[src/rtl/uart_frame_pkg.sv]
// uart_frame_pkg: parser state encoding and error codes shared with the command decoder.
// The CHK state exists only when UART_FRAME_CHKSUM_EN is defined.
package uart_frame_pkg;

    typedef enum logic [2:0] {
        S_IDLE = 3'd0,
        S_LEN  = 3'd1,
        S_ADDR = 3'd2,
        S_PAY  = 3'd3,
        S_TAIL = 3'd4
`ifdef UART_FRAME_CHKSUM_EN
        , S_CHK = 3'd5
`endif
    } state_e;

    localparam logic [1:0] ERR_LEN     = 2'd0;
    localparam logic [1:0] ERR_TAIL    = 2'd1;
    localparam logic [1:0] ERR_TIMEOUT = 2'd2;
    localparam logic [1:0] ERR_CHK     = 2'd3;

endpackage

[src/rtl/uart_frame_timer.sv]
// uart_frame_timer: inter-byte timeout counter. Counts while enabled, clears on
// every received byte (or while disabled) and saturates at the limit so expire_o
// stays high until the parser reacts.
module uart_frame_timer #(
    parameter int unsigned TIMEOUT_CYCLES = 50_000
) (
    input  logic clk,
    input  logic rst_n,
    input  logic en_i,
    input  logic clr_i,
    output logic expire_o
);

    localparam int W = $clog2(TIMEOUT_CYCLES + 1);
    localparam logic [W-1:0] LIMIT = W'(TIMEOUT_CYCLES);

    logic [W-1:0] cnt_q;

    // Idle-cycle counter: cleared by a byte or outside a frame, saturating at LIMIT.
    always_ff @(posedge clk or negedge rst_n) begin
        // NOTE: sequential state uses non-blocking assignments so every register samples pre-edge values.
        if (!rst_n) begin
            cnt_q <= '0;
        end else if (clr_i || !en_i) begin
            cnt_q <= '0;
        end else if (cnt_q != LIMIT) begin
            cnt_q <= cnt_q + 1'b1;
        end
    end

    assign expire_o = en_i && (cnt_q == LIMIT);

endmodule

[src/rtl/uart_frame_parser.sv]
// uart_frame_parser: HEAD | LEN | ADDR | PAYLOAD | [CHK] | END byte-stream parser.
// Define UART_FRAME_CHKSUM_EN to compile in the XOR checksum byte before the tail.
// Payload bytes are streamed before the frame is verified; consumers discard on frame_err.
module uart_frame_parser
    import uart_frame_pkg::*;
#(
    parameter int unsigned ADDR_BYTES     = 1,
    parameter int unsigned MAX_PAYLOAD    = 8,
    parameter int unsigned TIMEOUT_CYCLES = 50_000,
    parameter logic [7:0]  HEAD_FRAME     = 8'hA6,
    parameter logic [7:0]  END_FRAME      = 8'hCE
) (
    input  logic                              sys_clk,
    input  logic                              sys_rst_n,
    input  logic                              rx_valid,
    input  logic [7:0]                        rx_data,
    output logic [8*ADDR_BYTES-1:0]           addr_data,
    output logic                              addr_valid,
    output logic [7:0]                        pay_data,
    output logic                              pay_valid,
    output logic [$clog2(MAX_PAYLOAD+1)-1:0]  pay_index,
    output logic                              pay_last,
    output logic                              frame_done,
    output logic                              frame_err,
    output logic [1:0]                        err_code
);

    localparam int         AW      = 8 * ADDR_BYTES;
    localparam int         PIW     = $clog2(MAX_PAYLOAD + 1);
    localparam logic [8:0] LEN_MIN = 9'(ADDR_BYTES + 1);
    localparam logic [8:0] LEN_MAX = 9'(ADDR_BYTES + MAX_PAYLOAD);
    localparam logic [7:0] AB8     = 8'(ADDR_BYTES);

    state_e           state_q, state_d;
    logic [7:0]       pay_cnt_q, pay_cnt_d;
    logic [7:0]       idx_q, idx_d;
    logic [AW-1:0]    addr_sh_q, addr_sh_d;
    logic [AW-1:0]    addr_data_q, addr_data_d;
    logic             addr_valid_q, addr_valid_d;
    logic [7:0]       pay_data_q, pay_data_d;
    logic             pay_valid_q, pay_valid_d;
    logic [PIW-1:0]   pay_index_q, pay_index_d;
    logic             pay_last_q, pay_last_d;
    logic             frame_done_q, frame_done_d;
    logic             frame_err_q, frame_err_d;
    logic [1:0]       err_code_q, err_code_d;
`ifdef UART_FRAME_CHKSUM_EN
    logic [7:0]       chk_q, chk_d;
`endif

    logic             expire;
    logic [AW-1:0]    addr_next;
    logic [7:0]       idx_inc;

    assign addr_next = AW'({addr_sh_q, rx_data});
    assign idx_inc   = idx_q + 8'd1;

    uart_frame_timer #(
        .TIMEOUT_CYCLES(TIMEOUT_CYCLES)
    ) u_timer (
        .clk      (sys_clk),
        .rst_n    (sys_rst_n),
        .en_i     (state_q != S_IDLE),
        .clr_i    (rx_valid),
        .expire_o (expire)
    );

    // Next-state and registered-output decode; a received byte takes priority over timeout.
    always_comb begin
        // NOTE: every variable gets a default first so no path can infer a latch.
        state_d      = state_q;
        pay_cnt_d    = pay_cnt_q;
        idx_d        = idx_q;
        addr_sh_d    = addr_sh_q;
        addr_data_d  = addr_data_q;
        pay_data_d   = pay_data_q;
        pay_index_d  = pay_index_q;
        err_code_d   = err_code_q;
        addr_valid_d = 1'b0;
        pay_valid_d  = 1'b0;
        pay_last_d   = 1'b0;
        frame_done_d = 1'b0;
        frame_err_d  = 1'b0;
`ifdef UART_FRAME_CHKSUM_EN
        chk_d        = chk_q;
`endif

        if (rx_valid) begin
            case (state_q)
                S_IDLE: begin
                    if (rx_data == HEAD_FRAME) state_d = S_LEN;
                end
                S_LEN: begin
                    if (({1'b0, rx_data} < LEN_MIN) || ({1'b0, rx_data} > LEN_MAX)) begin
                        frame_err_d = 1'b1;
                        err_code_d  = ERR_LEN;
                        state_d     = S_IDLE;
                    end else begin
                        pay_cnt_d = rx_data - AB8;
                        idx_d     = '0;
                        state_d   = S_ADDR;
`ifdef UART_FRAME_CHKSUM_EN
                        chk_d     = rx_data;
`endif
                    end
                end
                S_ADDR: begin
                    addr_sh_d = addr_next;
`ifdef UART_FRAME_CHKSUM_EN
                    chk_d     = chk_q ^ rx_data;
`endif
                    if (idx_inc == AB8) begin
                        addr_data_d  = addr_next;
                        addr_valid_d = 1'b1;
                        idx_d        = '0;
                        state_d      = S_PAY;
                    end else begin
                        idx_d = idx_inc;
                    end
                end
                S_PAY: begin
                    pay_data_d  = rx_data;
                    pay_index_d = idx_q[PIW-1:0];
                    pay_valid_d = 1'b1;
                    idx_d       = idx_inc;
`ifdef UART_FRAME_CHKSUM_EN
                    chk_d       = chk_q ^ rx_data;
`endif
                    if (idx_inc == pay_cnt_q) begin
                        pay_last_d = 1'b1;
`ifdef UART_FRAME_CHKSUM_EN
                        state_d    = S_CHK;
`else
                        state_d    = S_TAIL;
`endif
                    end
                end
`ifdef UART_FRAME_CHKSUM_EN
                S_CHK: begin
                    if (rx_data == chk_q) begin
                        state_d = S_TAIL;
                    end else begin
                        frame_err_d = 1'b1;
                        err_code_d  = ERR_CHK;
                        state_d     = S_IDLE;
                    end
                end
`endif
                S_TAIL: begin
                    // A HEAD_FRAME byte here is just a bad tail, never a new header.
                    if (rx_data == END_FRAME) begin
                        frame_done_d = 1'b1;
                    end else begin
                        frame_err_d = 1'b1;
                        err_code_d  = ERR_TAIL;
                    end
                    state_d = S_IDLE;
                end
                default: state_d = S_IDLE;
            endcase
        end else if (expire) begin
            frame_err_d = 1'b1;
            err_code_d  = ERR_TIMEOUT;
            state_d     = S_IDLE;
        end
    end

    // State and output registers; reset aborts any frame silently.
    always_ff @(posedge sys_clk or negedge sys_rst_n) begin
        if (!sys_rst_n) begin
            state_q      <= S_IDLE;
            pay_cnt_q    <= '0;
            idx_q        <= '0;
            addr_sh_q    <= '0;
            addr_data_q  <= '0;
            addr_valid_q <= 1'b0;
            pay_data_q   <= '0;
            pay_valid_q  <= 1'b0;
            pay_index_q  <= '0;
            pay_last_q   <= 1'b0;
            frame_done_q <= 1'b0;
            frame_err_q  <= 1'b0;
            err_code_q   <= '0;
`ifdef UART_FRAME_CHKSUM_EN
            chk_q        <= '0;
`endif
        end else begin
            state_q      <= state_d;
            pay_cnt_q    <= pay_cnt_d;
            idx_q        <= idx_d;
            addr_sh_q    <= addr_sh_d;
            addr_data_q  <= addr_data_d;
            addr_valid_q <= addr_valid_d;
            pay_data_q   <= pay_data_d;
            pay_valid_q  <= pay_valid_d;
            pay_index_q  <= pay_index_d;
            pay_last_q   <= pay_last_d;
            frame_done_q <= frame_done_d;
            frame_err_q  <= frame_err_d;
            err_code_q   <= err_code_d;
`ifdef UART_FRAME_CHKSUM_EN
            chk_q        <= chk_d;
`endif
        end
    end

    assign addr_data  = addr_data_q;
    assign addr_valid = addr_valid_q;
    assign pay_data   = pay_data_q;
    assign pay_valid  = pay_valid_q;
    assign pay_index  = pay_index_q;
    assign pay_last   = pay_last_q;
    assign frame_done = frame_done_q;
    assign frame_err  = frame_err_q;
    assign err_code   = err_code_q;

endmodule

[config.mk]
export PLATFORM = sky130hd
export DESIGN_NAME = uart_frame_parser
export DESIGN_NICKNAME = d
export VERILOG_FILES = /design/src/rtl/uart_frame_pkg.sv /design/src/rtl/uart_frame_timer.sv /design/src/rtl/uart_frame_parser.sv
export SDC_FILE = /design/constraint.sdc
export NUM_CORES = 1
export LEC_CHECK = 0
export BUFFER_PORTS_ARGS = -buffer_cell sky130_fd_sc_hd__buf_2
export CAP_MARGIN = 20
export CORE_MARGIN = 3
export CORE_UTILIZATION = 55
export DETAILED_ROUTE_END_ITERATION = 16
export HOLD_SLACK_MARGIN = 0.05
export MAX_ROUTING_LAYER = met4
export PLACE_DENSITY = 0.75
export SETUP_SLACK_MARGIN = 0.05
export SYNTH_ARGS = -nofsm -noshare
export SYNTH_HDL_FRONTEND = slang
export SYNTH_SLANG_ARGS = --single-unit
[constraint.sdc]
create_clock -name sys_clk -period 4.7 [get_ports sys_clk]
set_input_delay 0 -clock sys_clk [delete_from_list [all_inputs] [get_ports sys_clk]]
set_output_delay 0 -clock sys_clk [all_outputs]
set_load 0.02 [all_outputs]
# Yosys cells after proc, flatten, opt, wreduce, memory -nomap -nowiden
# Index checks and enable logic that the tools add are counted.
dict set report word_totals {
  ff_bits 62
  in_bits 11
}
dict set report classes {
  mux 33
  n_reduce_logical 15
  n_eq_ne 17
  magnitude_cmp 2
  n_addsub 3
  bitwise 1
}
# cell count
set op_table {}
lappend op_table {{$mux 16} 2}
lappend op_table {{$pmux 8 s3} 1}
lappend op_table {{$add 16x1->16 const B} 1}
lappend op_table {{$eq 16x16->1 const B} 1}
lappend op_table {{$eq 8x8->1 const B} 2}
lappend op_table {{$mux 8} 2}
lappend op_table {{$ne 16x16->1 const B} 1}
lappend op_table {{$mux 1} 15}
lappend op_table {{$mux 3} 5}
lappend op_table {{$ne 3x3->1 const B} 5}
lappend op_table {{$pmux 3 s4} 1}
lappend op_table {{$mux 2} 5}
lappend op_table {{$reduce_and 3->1} 3}
lappend op_table {{$add 8x1->8 const B} 1}
lappend op_table {{$eq 8x1->1 const B} 1}
lappend op_table {{$eq 8x8->1} 1}
lappend op_table {{$gt 8x4->1 const B} 1}
lappend op_table {{$lt 8x2->1 const B} 1}
lappend op_table {{$reduce_and 4->1} 2}
lappend op_table {{$sub 8x1->8 const B} 1}
lappend op_table {{$eq 3x2->1 const B} 2}
lappend op_table {{$reduce_bool 3->1} 2}
lappend op_table {{$pmux 2 s2} 1}
lappend op_table {{$reduce_bool 2->1} 2}
lappend op_table {{other kinds (11)} 12}

# Longest topological paths before layout
# Gate-level depths: netlist (run 1).
dict set report logic_depth {
  depth_word 5
  depth_mapped 8
}

# Modules after synthesis
# Synthesis (run 1) repeated with hierarchy kept, for this count alone.
dict set report hier_totals {
  cells_unflattened 303
  hier_area_um2 3231.8
}
# mod instances area_per_inst_um2 cells_each seq_area_each_um2
set modules_own_cells {}
lappend modules_own_cells {uart_frame_parser 1 2363.5 214 1151.1}
lappend modules_own_cells {uart_frame_timer 1 868.3 89 400.4}

# Worst setup path after synthesis (run 1)
# OpenSTA, ideal clock, no wires.
dict set report synth_timing {
  path_type {register to register}
  startpoint {register idx_q[0]}
  endpoint {register addr_data_q[2], in the netlist addr_data[2]}
  stages_incl_launch_ff 8
  arrival_ns 2.063
  slack_ns 2.509
  n_path_buf 1
  period_less_slack_ns 2.191
  required_ns 4.572
  setup_ns 0.128
  cell_sequence {dfrtp_1 ha_1 buf_2 nor4b_2 a41oi_1 nor4_2 nand3_2 mux2_1}
}
dict set report synth_via {
  elab_chain_len 3
}
# element line_no
set synth_rtl {}
lappend synth_rtl {{start, declared} uart_frame_parser.sv:36} ;# logic [7:0] idx_q, idx_d;
lappend synth_rtl {{start signal, assigned} uart_frame_parser.sv:190} ;# idx_q <= idx_d;
lappend synth_rtl {{$add 8x1->8} uart_frame_parser.sv:56} ;# assign idx_inc = idx_q + 8'd1;
lappend synth_rtl {{$eq 8x1->1} uart_frame_parser.sv:112} ;# if (idx_inc == AB8) begin
lappend synth_rtl {{$reduce_and 3->1 (no source line)} --}
lappend synth_rtl {{end signal, assigned} uart_frame_parser.sv:192} ;# addr_data_q <= addr_data_d;
lappend synth_rtl {{end, declared} uart_frame_parser.sv:38} ;# logic [AW-1:0] addr_data_q, addr_data_d;
# Every way passes these cells.
# A chain may end at the register's enable or synchronous reset.

# Worst setup path after layout (run 1)
dict set report layout_timing {
  startpoint {register idx_q[0]}
  endpoint {register addr_data_q[3], in the netlist addr_data[3]}
}
# The elaborated chain is that of the path after synthesis.

==> results.md, run 1 <==
* Pwr Total at 1.91 mW
* Final setup fails at 0
* Leak pwr at 1.78 nW
* Worst-path cell chain: ha_1 -> nand3_1 -> o21a_1 -> nor4_2 -> nand3_2 -> mux2_1
* DIE AREA at 6920 µm²
* Post-layout util at 0.669
* RSZ-0062 raised after global routing: no
* Worst-Margin Slew at 0.781 ns
* Layout filler cell count at 444
* Vias in the first global route at 2525
* DP Area at 3490 µm²
* Wirelength per Cell at 14.9 µm
* Seq/Total Area, Yosys at 0.473
* Mean Syn Cell Area at 9.96 µm²
* Crit path time final at 2.49 ns
* Outcome: completed
* Ant. Diodes at 0
* Fmax at 401 MHz
* Post-route ant nets at 0
* Number of synthesized flops with an enable pin at 0
* Critical path arrival at 2.71 ns
* Worst setup SP type: flip-flop
* Classification of the worst setup path: reg -> reg
* Slew Limit Fails at 0
* CP Data Required Time at 4.91 ns
* Max-Cap Viols at 0
* Clock slew at reported path FFs at 0.07 ns
* I/O Buffers at 37
* CP Max Fanout at 10
* Htree depth at 3
* Setup tns final at 0 ns
* Final Net Count at 392
* Mapped cell area at 3280 µm²
* Via count at 2497
* Post-CTS sizing at 0
* Post-synthesis cell type count at 64
* Synth Register Bits at 62
* Overall routing resource usage at 0.212
* TritonCTS clock tree: done
* Layout cells sized above 1 at 0.193
* Ys flop type: dfrtp_1
* Post-DP HPWL at 4.71 mm
* CTS buffer count at 9
* Clock Skew at 0.00629 ns
* Routability congestion estimate at 0.866
* Clock Latency Late Sink at 0.33 ns
* Fin crit share at 0.530
* Bufs on Longest Clock Path at 2
* WL final at 6.71 mm
* Synth area leader: dfrtp_1
* Vias/cell at 5.55
* Synth top area share at 0.473
* Max IR drop VDD at 0.337 mV
* First-pass GRT wire length at 11.7 mm
* Most area-consuming cells after synthesis: dfrtp_1 (47%), nand2_1 (6.2%), nor2_1 (4.0%)
* Post-Syn Nets at 347
* Hold Crit Class: in -> reg
* Root buf cell: clkbuf_8
* Initial antenna violation count at 0
* Slowest stage delay, CP at 0.48 ns
* Ports at 38
* FP Rows at 27
* Final Cell Area at 3770 µm²
* Pin count of the biggest net entering global routing at 63
* Initial DRC count at 167
* Initial Util at 0.581
* Pwr per Cell Area at 506 nW/µm²
* Asr flop ratio synth at 1.00
* Area Growth Syn to Fin at 15.1%
* Detailed Routing Iterations Pass 1 at 4
* Clock Sinks at 62
* Post-Syn Instances at 329
* Global route overflow at 0
* Die Wd at 83.2 µm
* CP Capture Type: flip-flop
* Total of warnings raised by yosys at 0
* Die Ht at 83.2 µm
* Max stage delay cell, worst path: dfrtp_1
* Relative slew margins at 0.479
* Final Hold Viols at 0
* Drc violations at 0
* Core footprint at 5640 µm²
[cell usage in the layout (no fill, tap or decap), types with 2 or more instances in the layout]
cell,n
inv_1,10
mux2i_1,4
nor4_1,2
mux2_1,7
nand3b_1,2
a31o_2,2
and3_1,3
ha_1,7
nor3_1,8
clkinv_2,2
clkbuf_8,10
nor2b_1,2
buf_2,37
nand3_1,10
xnor2_1,15
o21ai_0,6
dlygate4sd3_1,9
a21o_1,2
nand2b_1,4
o21a_1,3
o21ai_1,15
xnor3_1,2
or4_1,3
nor2_1,35
nand2_1,54
nand4_1,3
xor2_1,12
a21oi_1,6
dfrtp_1,62
nand3_2,2
[timing repair]
item	4_1_cts	5_1_grt
endpoints found under the setup margin	0	0
endpoints found under the hold margin	75	0
setup buffers	0	0
hold buffers	9	0
[report_power, final]
part	switching [mW]	internal (mW)	leakage, nW
logic	0.404	0.262	0.866
clock network	0.197	0.255	0.0952
registers	0.123	0.667	0.821
total	0.724	1.18	1.78
[cells by family after synthesis]
family | share of synthesized area
multiplexers | 0.0363
buffers and inverters | 0.0359
XOR/XNOR | 0.0859
adder cells (fa/ha/maj) | 0.0267
AO/OA/AOI/OAI | 0.111
AND/OR/NAND/NOR | 0.231
flip-flops | 0.473
[flip-flops by register name, summed over array words and instances (netlist names), 2 cells and up]
name,count
pay_data,8
state_q,3
idx_q,8
pay_cnt_q,8
addr_data,8
u_timer.cnt_q,16
err_code,2
pay_index,4
[synth_stat cells (2+ instances only)]
library cell and n:
nand2_1 54, clkbuf_1 5, o21ai_1 15, nor4_1 2, nor2_1 35, nand4_1 3
or4_1 3, nand3_2 2, buf_4 3, a21o_1 2, nor3_1 8, nand3_1 10
inv_1 10, o21a_1 3, and3_1 3, o21ai_0 6, buf_2 5, a21oi_1 6
xor2_1 12, ha_1 7, nor2b_1 2, mux2_1 7, nand2b_1 4, nand3b_1 2
xnor2_1 15, xnor3_1 2, a31o_2 2, mux2i_1 4, dfrtp_1 62
[area by class of cell]
class | count | area [µm²] | area share
Clock inverter | 4 | 47.5 | 0.0126
Sequential cell | 62 | 1550 | 0.411
Inverter | 13 | 51.3 | 0.0136
Multi-Input combinational cell | 241 | 1610 | 0.426
Clock buffer | 11 | 141 | 0.0375
Timing Repair Buffer | 47 | 283 | 0.0749
Tap cell | 72 | 90.1 | 0.0239
[path summary, 6_finish.rpt]
path	start	end	slack [ns]	cells past startpoint
worst max-delay path	idx_q[0]	addr_data[3]	2.21	6
worst min-delay path	rx_data[0]	addr_data[0]	0.06	3
worst max register to register	idx_q[0]	addr_data[3]	2.21	6
worst min register to register	pay_index[2]	pay_index[2]	0.47	2
max in group asynchronous	sys_rst_n	err_code[1]	3.82	3
min in group asynchronous	sys_rst_n	pay_index[0]	0.37	3
[per-stage QoR]
| step | std cells | hold WS, ns | worst slack (ns) |
|---|---|---|---|
| after floorplan | 329 | -0.296 | 2.51 |
| after global placement | 426 | 0.209 | 2.30 |
| after detailed placement | 426 | 0.221 | 2.23 |
| after CTS | 450 | 0.0623 | 2.21 |
| after global routing | 450 | 0.102 | 1.96 |
| final | 450 | 0.0598 | 2.21 |
[worst max-delay path: cells and delay by family (launching register included)]
kind                       cells  cell delay (ns)
DFF                            1             0.48
adders and majority gates      1             0.38
and+or+nand+nor                3             0.84
muxes                          1             0.39
AOI/OAI and AO/OA              1             0.28
[routing by layer]
metal	track usage	wire length (µm)	part of all wire	vias to the layer above
li1	-	-	-	1216
met2	0.326	3190	0.48	49
met1	0.288	3220	0.48	1221
met3	0.0317	213	0.032	11
met4	0.0773	82	0.012	0
met5	-	0	0	-
Power figures use the tool's default switching activity.
==> run 2: changes to the inputs <==
--- a/config.mk
+++ b/config.mk
@@ -8,7 +8,7 @@
 export BUFFER_PORTS_ARGS = -buffer_cell sky130_fd_sc_hd__buf_2
 export CAP_MARGIN = 20
 export CORE_MARGIN = 3
-export CORE_UTILIZATION = 55
+export CORE_UTILIZATION = 53
 export DETAILED_ROUTE_END_ITERATION = 16
 export HOLD_SLACK_MARGIN = 0.05
 export MAX_ROUTING_LAYER = met4
==> constraint.sdc (replaced) <==
create_clock -name sys_clk -period 2.25 [get_ports sys_clk]
set_input_delay 0 -clock sys_clk [delete_from_list [all_inputs] [get_ports sys_clk]]
set_output_delay 0 -clock sys_clk [all_outputs]
set_load 0.02 [all_outputs]
==> results.md, run 2 (synthesized netlist as in run 1, its figures left out) <==
* Outcome: completed
* CTS buffer count at 9
* Ant. Diodes at 0
* Footprint of the multi-input gates at 1710 µm²
* I/O Buffers at 37
* WL final at 7.53 mm
* RSZ-0062 raised after global routing: yes
* Ports at 38
* Post-layout util at 0.692
* Global route overflow at 0
* Worst setup SP type: flip-flop
* Initial Util at 0.550
* Max IR drop VDD at 0.899 mV
* CP Capture Type: flip-flop
* Clock Sinks at 62
* Top reg by flops: u_timer.cnt_q
* CP Data Required Time at 2.47 ns
* Routability congestion estimate at 0.874
* Die Wd at 84.6 µm
* Worst-Margin Slew at 0.664 ns
* Vias/cell at 5.48
* Clock Latency Late Sink at 0.34 ns
* Area Growth Syn to Fin at 25.6%
* Layout cells sized above 1 at 0.275
* Detailed Routing Iterations Pass 1 at 4
* Final setup fails at 0
* Reg2Reg Depth at 8
* Setup tns final at 0 ns
* Reg2reg start: idx_q[1]
* TritonCTS clock tree: done
* First-pass GRT wire length at 12.3 mm
* Classification of the worst setup path: reg -> reg
* CP Max Fanout at 5
* Htree depth at 3
* Worst-path cell chain: ha_4 -> nand3_1 -> o21a_1 -> buf_4 -> nor4_4 -> a31o_2 -> o21ba_1 -> a21o_1
* Placed cell count at 443
* FP Rows at 28
* CP Launch Point: idx_q[1]
* Max FFs per register at 16
* PnR worst setup slack at 0.119 ns
* Final Net Count at 410
* Critical path arrival at 2.35 ns
* Register area at 1560 µm²
* Max-Cap Viols at 0
* Pin count of the biggest net entering global routing at 37
* Most frequent cells in the layout: dfrtp_1 (59), nand2_1 (54), buf_2 (37)
* Post-DP HPWL at 5.00 mm
* Crit path time final at 2.13 ns
* DIE AREA at 7160 µm²
* Hold Crit Class: in -> async
* Root buf cell: clkbuf_8
* Post-route ant nets at 0
* Initial DRC count at 150
* Layout filler cell count at 474
* Slowest stage delay, CP at 0.43 ns
* Most common cell after layout, fill and taps aside: dfrtp_1
* Pre-CTS setup slack at 0.0842 ns
* Fmax at 469 MHz
* Overall routing resource usage at 0.224
* Clock slew at reported path FFs at 0.08 ns
* Max stage delay cell, worst path: dfrtp_1
* Non-Filler Instances at 472
* Clock Skew at 0.0124 ns
* Core footprint at 5960 µm²
* Vias in the first global route at 2537
* R2R Setup Slk at 0.12 ns
* Bufs on Longest Clock Path at 2
* Drc violations at 0
* Relative slew margins at 0.558
* Final Hold Viols at 0
* Fin crit share at 0.947
* Pwr per Cell Area at 1140 nW/µm²
* Die Ht at 84.6 µm
* Worst R2R End: idx_q[6]
* Via count at 2588
* Initial antenna violation count at 0
* Slew Limit Fails at 0
* Wirelength per Cell at 16.0 µm
* Leak pwr at 1.96 nW
## run 2: changes by cell type in the layout (fill, tap and decap cells not counted), moves of 2 or more
cell / delta
ha_1: -2
mux2_1: -6
bufinv_16: +3
mux2_4: +6
dfrtp_2: +3
dfrtp_1: -3
buf_4: +15
## run 2: layout make-up
type	count	area share
clock inverters	6	0.0322
flip-flops and latches	62	0.378
well taps	75	0.0228
inverters	13	0.0125
clock buffers	10	0.0334
multi-input cells	241	0.416
repair buffers	65	0.106
## run 2: report_power, final
group	switching, mW	total, mW	internal (mW)
combinational	0.999	1.75	0.753
sequential	0.223	1.62	1.40
clock	0.458	1.33	0.877
## run 2: how the worst max path moves through the flow
stage	to	depth (start not counted)
5_1_grt	addr_data[6]	7
3_3_place_gp	addr_data[6]	6
3_5_place_dp	addr_data[7]	6
2_1_floorplan	addr_data[2]	7
4_1_cts	addr_data[2]	6
6_report	idx_q[6]	8
## run 2: timing repair
action,in CTS,in global routing
hold buffers,10,0
endpoints found under the setup margin,0,14
endpoints found under the hold margin,44,0
setup buffers,0,3
resized for setup,0,23
## run 2: worst max-delay path: cells and delay by family (launching register included)
| kind | cells | cell delay [ns] |
|---|---|---|
| AND/OR/NAND/NOR | 2 | 0.42 |
| AO/OA/AOI/OAI | 4 | 0.82 |
| buffers and inverters | 1 | 0.14 |
| adder cells (fa/ha/maj) | 1 | 0.20 |
| flip-flops | 1 | 0.43 |
## run 2: routing by layer
metal	track usage	vias up	part of all wire
li1	-	1265	-
met1	0.300	1248	0.46
met2	0.340	59	0.48
met3	0.0520	16	0.033
met4	0.0691	0	0.021
met5	-	-	0
## run 2: stage by stage
step | hold WS (ns) | cell area [µm²] | power (mW)
CTS | 0.242 | 3990 | 4.52
finish | 0.227 | 4120 | 4.71
detailed placement | 0.0743 | 3620 | 3.16
global route | 0.280 | 4120 | 4.98
floorplan | -0.296 | 3280 | 2.65
global placement | 0.0585 | 3620 | 3.12
